**src/rtl/cpu_step_seq.sv**
```systemverilog
// Multi-cycle CPU control sequencer: IDLE/FETCH/DECODE/EXEC/MEM/WB/HALT with single-step and free-run.
// Optional MEM-state watchdog is enabled by defining MEM_TIMEOUT_EN.
module cpu_step_seq #(
  parameter int TMO_CYC = 16
) (
  input  logic        clk,
  input  logic        rst,
  input  logic        run_en,
  input  logic        step_req,
  input  logic [6:0]  op,
  input  logic        dm_ready,
  output logic [2:0]  state,
  output logic        ir_we,
  output logic        rf_we,
  output logic        dm_req,
  output logic        dm_wr,
  output logic        pc_we,
  output logic        busy,
  output logic        err,
  output logic [31:0] instr_cnt
);

  typedef enum logic [2:0] {
    S_IDLE   = 3'd0,
    S_FETCH  = 3'd1,
    S_DECODE = 3'd2,
    S_EXEC   = 3'd3,
    S_MEM    = 3'd4,
    S_WB     = 3'd5,
    S_HALT   = 3'd6
  } state_e;

  localparam logic [6:0] OP_LOAD  = 7'b0000011;
  localparam logic [6:0] OP_STORE = 7'b0100011;
  localparam logic [6:0] OP_ALU   = 7'b0110011;
  localparam logic [6:0] OP_ALUI  = 7'b0010011;

  state_e      state_q, state_d;
  logic        err_q, err_d;
  logic [31:0] cnt_q;
  logic        is_store;
  logic        tmo_hit;
  state_e      retire_st;

  assign is_store  = (op == OP_STORE);
  assign retire_st = run_en ? S_FETCH : S_IDLE;

`ifdef MEM_TIMEOUT_EN
  logic [15:0] wait_q;

  // Wait counter restarts on every MEM entry and only advances while memory stalls.
  always_ff @(posedge clk or posedge rst) begin
    if (rst) begin
      wait_q <= 16'd0;
    end else if (state_q != S_MEM) begin
      wait_q <= 16'd0;
    end else if (!dm_ready) begin
      wait_q <= wait_q + 16'd1;
    end
  end

  assign tmo_hit = (state_q == S_MEM) && (wait_q == 16'(TMO_CYC));
`else
  logic unused_tmo;
  assign unused_tmo = ^TMO_CYC;
  assign tmo_hit    = 1'b0;
`endif

  always_comb begin
    state_d = state_q;
    err_d   = err_q;
    case (state_q)
      S_IDLE:   if (run_en || step_req) state_d = S_FETCH;
      S_FETCH:  state_d = S_DECODE;
      S_DECODE: state_d = S_EXEC;
      S_EXEC: begin
        if (op == OP_LOAD || op == OP_STORE) begin
          state_d = S_MEM;
        end else if (op == OP_ALU || op == OP_ALUI) begin
          state_d = S_WB;
        end else begin
          state_d = S_HALT;
          err_d   = 1'b1;
        end
      end
      // A timeout wins over a late dm_ready so the access never retires.
      S_MEM: begin
        if (tmo_hit) begin
          state_d = S_HALT;
          err_d   = 1'b1;
        end else if (dm_ready) begin
          state_d = is_store ? retire_st : S_WB;
        end
      end
      S_WB:     state_d = retire_st;
      S_HALT:   state_d = S_HALT;
      default:  state_d = S_HALT;
    endcase
  end

  always_comb begin
    ir_we  = (state_q == S_FETCH);
    rf_we  = (state_q == S_WB);
    dm_req = (state_q == S_MEM);
    dm_wr  = (state_q == S_MEM) && is_store;
    pc_we  = (state_q == S_WB) ||
             ((state_q == S_MEM) && is_store && dm_ready && !tmo_hit);
    busy   = (state_q != S_IDLE) && (state_q != S_HALT);
  end

  always_ff @(posedge clk or posedge rst) begin
    if (rst) begin
      state_q <= S_IDLE;
      err_q   <= 1'b0;
      cnt_q   <= 32'd0;
    end else begin
      state_q <= state_d;
      err_q   <= err_d;
      cnt_q   <= cnt_q + {31'd0, pc_we};
    end
  end

  assign state     = state_q;
  assign err       = err_q;
  assign instr_cnt = cnt_q;

endmodule

```
**config.mk**
```make
export PLATFORM = sky130hd
export DESIGN_NAME = cpu_step_seq
export DESIGN_NICKNAME = d
export VERILOG_FILES = /design/src/rtl/cpu_step_seq.sv
export SDC_FILE = /design/constraint.sdc
export NUM_CORES = 1
export LEC_CHECK = 0
export CAP_MARGIN = 20
export CELL_PAD_IN_SITES_DETAIL_PLACEMENT = 1
export CELL_PAD_IN_SITES_GLOBAL_PLACEMENT = 1
export CORE_ASPECT_RATIO = 0.6
export CORE_MARGIN = 10
export CORE_UTILIZATION = 35
export DETAILED_ROUTE_END_ITERATION = 10
export PLACE_DENSITY = 0.76
export SLEW_MARGIN = 40
export SYNTH_ARGS = -nofsm -noshare
export SYNTH_HDL_FRONTEND = slang
export SYNTH_SLANG_ARGS = --single-unit
export TNS_END_PERCENT = 5
```
**constraint.sdc**
```tcl
create_clock -name clk -period 4 [get_ports clk]
set_clock_uncertainty 0.1 [all_clocks]
set_input_delay 0.8 -clock clk [delete_from_list [all_inputs] [get_ports clk]]
set_output_delay 0.8 -clock clk [all_outputs]
set_load 0.01 [all_outputs]
```
==> metrics.txt <==
status=finished, final reports clean; #FFs+latches synth=36; power per cell area=364.1 nW/um^2; Post-synth ARST share=1.000; Sw Share=0.2721; hpwl dp=3.802 mm; Core Region=4683 um^2; wire per inst=17.34 um; Syn. warnings=0; Main synth FF type=dfrtp_1; HP Class=flip-flop to flip-flop; Worst-Margin Slew=0.6587 ns; Die Width=111.1 um; Final nets=232; final worst-path cycle share=0.9120; Mapped Cells=160; final hold violations=0; Rows=19; CP Cell Sequence=clkdlybuf4s50_1 > nand3b_1 > nor4_1 > and2_1 > a21o_1 > clkdlybuf4s50_1; Post-CTS Hold Buffers=0; max_cap viols=0; Root Driver=clkbuf_8; post-synth top area cell=dfrtp_1; Critical Setup Path Class=primary input to output port; final setup vio count=0; Setup crit start kind=primary input; TritonCTS clock tree=yes; Overflow after GRT=0; Initial Utilization=0.3722; setup TNS=0 ns; setup bufs post-CTS=0; Slew headroom=0.5585; die area=8295 um^2; Critical Path Fanout Max=3; R2R cell count=11; NetSw=0.2415 mW; IO buf count=53; PostCTS Resize Cnt=0; RSZ-0062 raised after global routing=no; Area growth syn-to-layout=39.84%; CP Launch Point=op[3]; worst-skew pair later-pin latency=0.28 ns; power share of the sequential group=0.485; CTS clk-pin slew, worst paths=0.07 ns; DRT antenna net count=0; initial antenna violation count=0; worst r2r dst=instr_cnt[24]$_DFF_PP0_; combinational power share=0.200; number of diodes=0; Boundary Pins=54; Routed WL=4.873 mm; vias in the first global route=1,595; final slew viol count=0; pre-CTS WS=0.2715 ns; routability congestion estimate=0.7787; H-Tree Depth=2; crit path DAT=2.75 ns; Critical Path RT=3.10 ns; top-area cell type share of the netlist area=0.5169; CTS Buf Count=5; most used cell, CP=clkdlybuf4s50_1; Seq/Total Area, Yosys=0.5169; Post-synth EDFFs=0; FF-to-FF Start=state[0]$_DFFE_PP0P_; Leak=0.9909 nW; DRC viols=0; syn avg cell area=10.89 um^2; layout cells sized above 1=0.07798; fmax=274.1 MHz; CP peak stage delay=0.54 ns; count leader, synth=dfrtp_1; CP max stage cell=clkdlybuf4s50_1; vias post-DR=1,413; Cell variety after synth=33; die span in y=74.66 um; initial drt markers=33; Cell Area, Synth=1743 um^2; clock share of power=0.315; Tot GR Track Use=0.1212; Int Pwr=0.6461 mW; Pre-Repair DR Iteration Count=4; first-pass GRT wire length=8.148 mm; crit path time final=3.648 ns; Setup WS post-layout=0.3520 ns; vias per cell=5.028; # clock sinks=36; synth cell count leaders=dfrtp_1 (36), xnor2_1 (25), nand3_1 (17); Critical Path Sink Type=output port; largest net degree at the start of global routing=37; total of fill cells in the finished design=514; Synth area leaders=dfrtp_1 (52%), xnor2_1 (13%), nand3_1 (4.9%), nand4_1 (3.6%), xor2_1 (2.5%); Synthesized Nets=174; internal reg-to-reg setup slack=1.37 ns; crit path capture=pc_we; VDD IR-drop max=0.0001399 V; clk buf depth=2
final cells by class:
cell class	count	area, um^2	share of cell area
Clock buffer	7	96.34	0.03953
Timing Repair Buffer	56	553.0	0.2269
Multi-Input combinational cell	115	793.3	0.3255
Sequential cell	36	900.9	0.3696
Tap cell	63	78.83	0.03234
Inverter	4	15.01	0.006160
per-layer routing:
layer	vias to the layer above	track usage	routed length (um)
met2	20	0.2292	2562
met1	720	0.1305	2052
li1	671	-	-
met4	0	0.03830	34
met3	2	0.03730	224
met5	-	0	0
layout by cell type (no fill, tap or decap), types with 3 or more instances in the layout:
cell type,Yosys,final
and2_1,4,4
and3_1,3,3
buf_4,2,3
clkbuf_8,0,7
clkdlybuf4s50_1,0,53
dfrtp_1,36,36
inv_1,4,4
nand2_1,10,10
nand3_1,17,17
nand4_1,10,10
nor2_1,10,10
nor2b_1,3,3
nor3_1,3,3
o21ai_0,3,3
xnor2_1,25,25
xor2_1,5,5
stage by stage:
stage	hold slack, ns	utilization	area [um^2]	power (mW)	std cells
after floorplan	0.4076	-	1743	0.5068	160
after global placement	0.3663	0.4999	2341	0.6141	274
after detailed placement	0.3633	0.4999	2341	0.6173	274
after CTS	0.3848	0.5204	2437	0.9012	281
after global routing	0.3996	0.5204	2437	0.9380	281
final	0.3738	0.5204	2437	0.8875	281
sequential cells by signal (all words and copies together), names as in the netlist:
signal	flops
instr_cnt	32
state	3
err	1
logic make-up after synthesis:
logic type | share of synthesized area
xor+xnor | 0.1508
fa+ha+maj | 0.01436
flops | 0.5169
simple gates | 0.2434
buf+inv | 0.02799
compound gates | 0.04666
worst max-delay path, delay by kind of cell:
kind	cells	cell delay (ns)
simple gates	3	0.88
compound gates	1	0.14
buf+inv	2	0.93
power groups by stage:
stage | registers (mW) | clock network (mW) | logic (mW)
global placement | 0.435 | 0 | 0.179
detailed placement | 0.435 | 0 | 0.182
floorplan | 0.425 | 0 | 0.0815
CTS | 0.429 | 0.290 | 0.182
global route | 0.438 | 0.307 | 0.194
finish | 0.430 | 0.280 | 0.178
how the worst min path moves through the flow:
stage | start | to | slack, ns | depth (start not counted)
floorplan | instr_cnt[31]$_DFF_PP0_ | instr_cnt[31]$_DFF_PP0_ | 0.41 | 1
global placement | err$_DFFE_PP0P_ | err$_DFFE_PP0P_ | 0.37 | 1
detailed placement | instr_cnt[31]$_DFF_PP0_ | instr_cnt[31]$_DFF_PP0_ | 0.36 | 1
CTS | instr_cnt[31]$_DFF_PP0_ | instr_cnt[31]$_DFF_PP0_ | 0.38 | 1
global route | err$_DFFE_PP0P_ | err$_DFFE_PP0P_ | 0.40 | 1
finish | instr_cnt[31]$_DFF_PP0_ | instr_cnt[31]$_DFF_PP0_ | 0.37 | 1
Power figures use the tool's default switching activity.
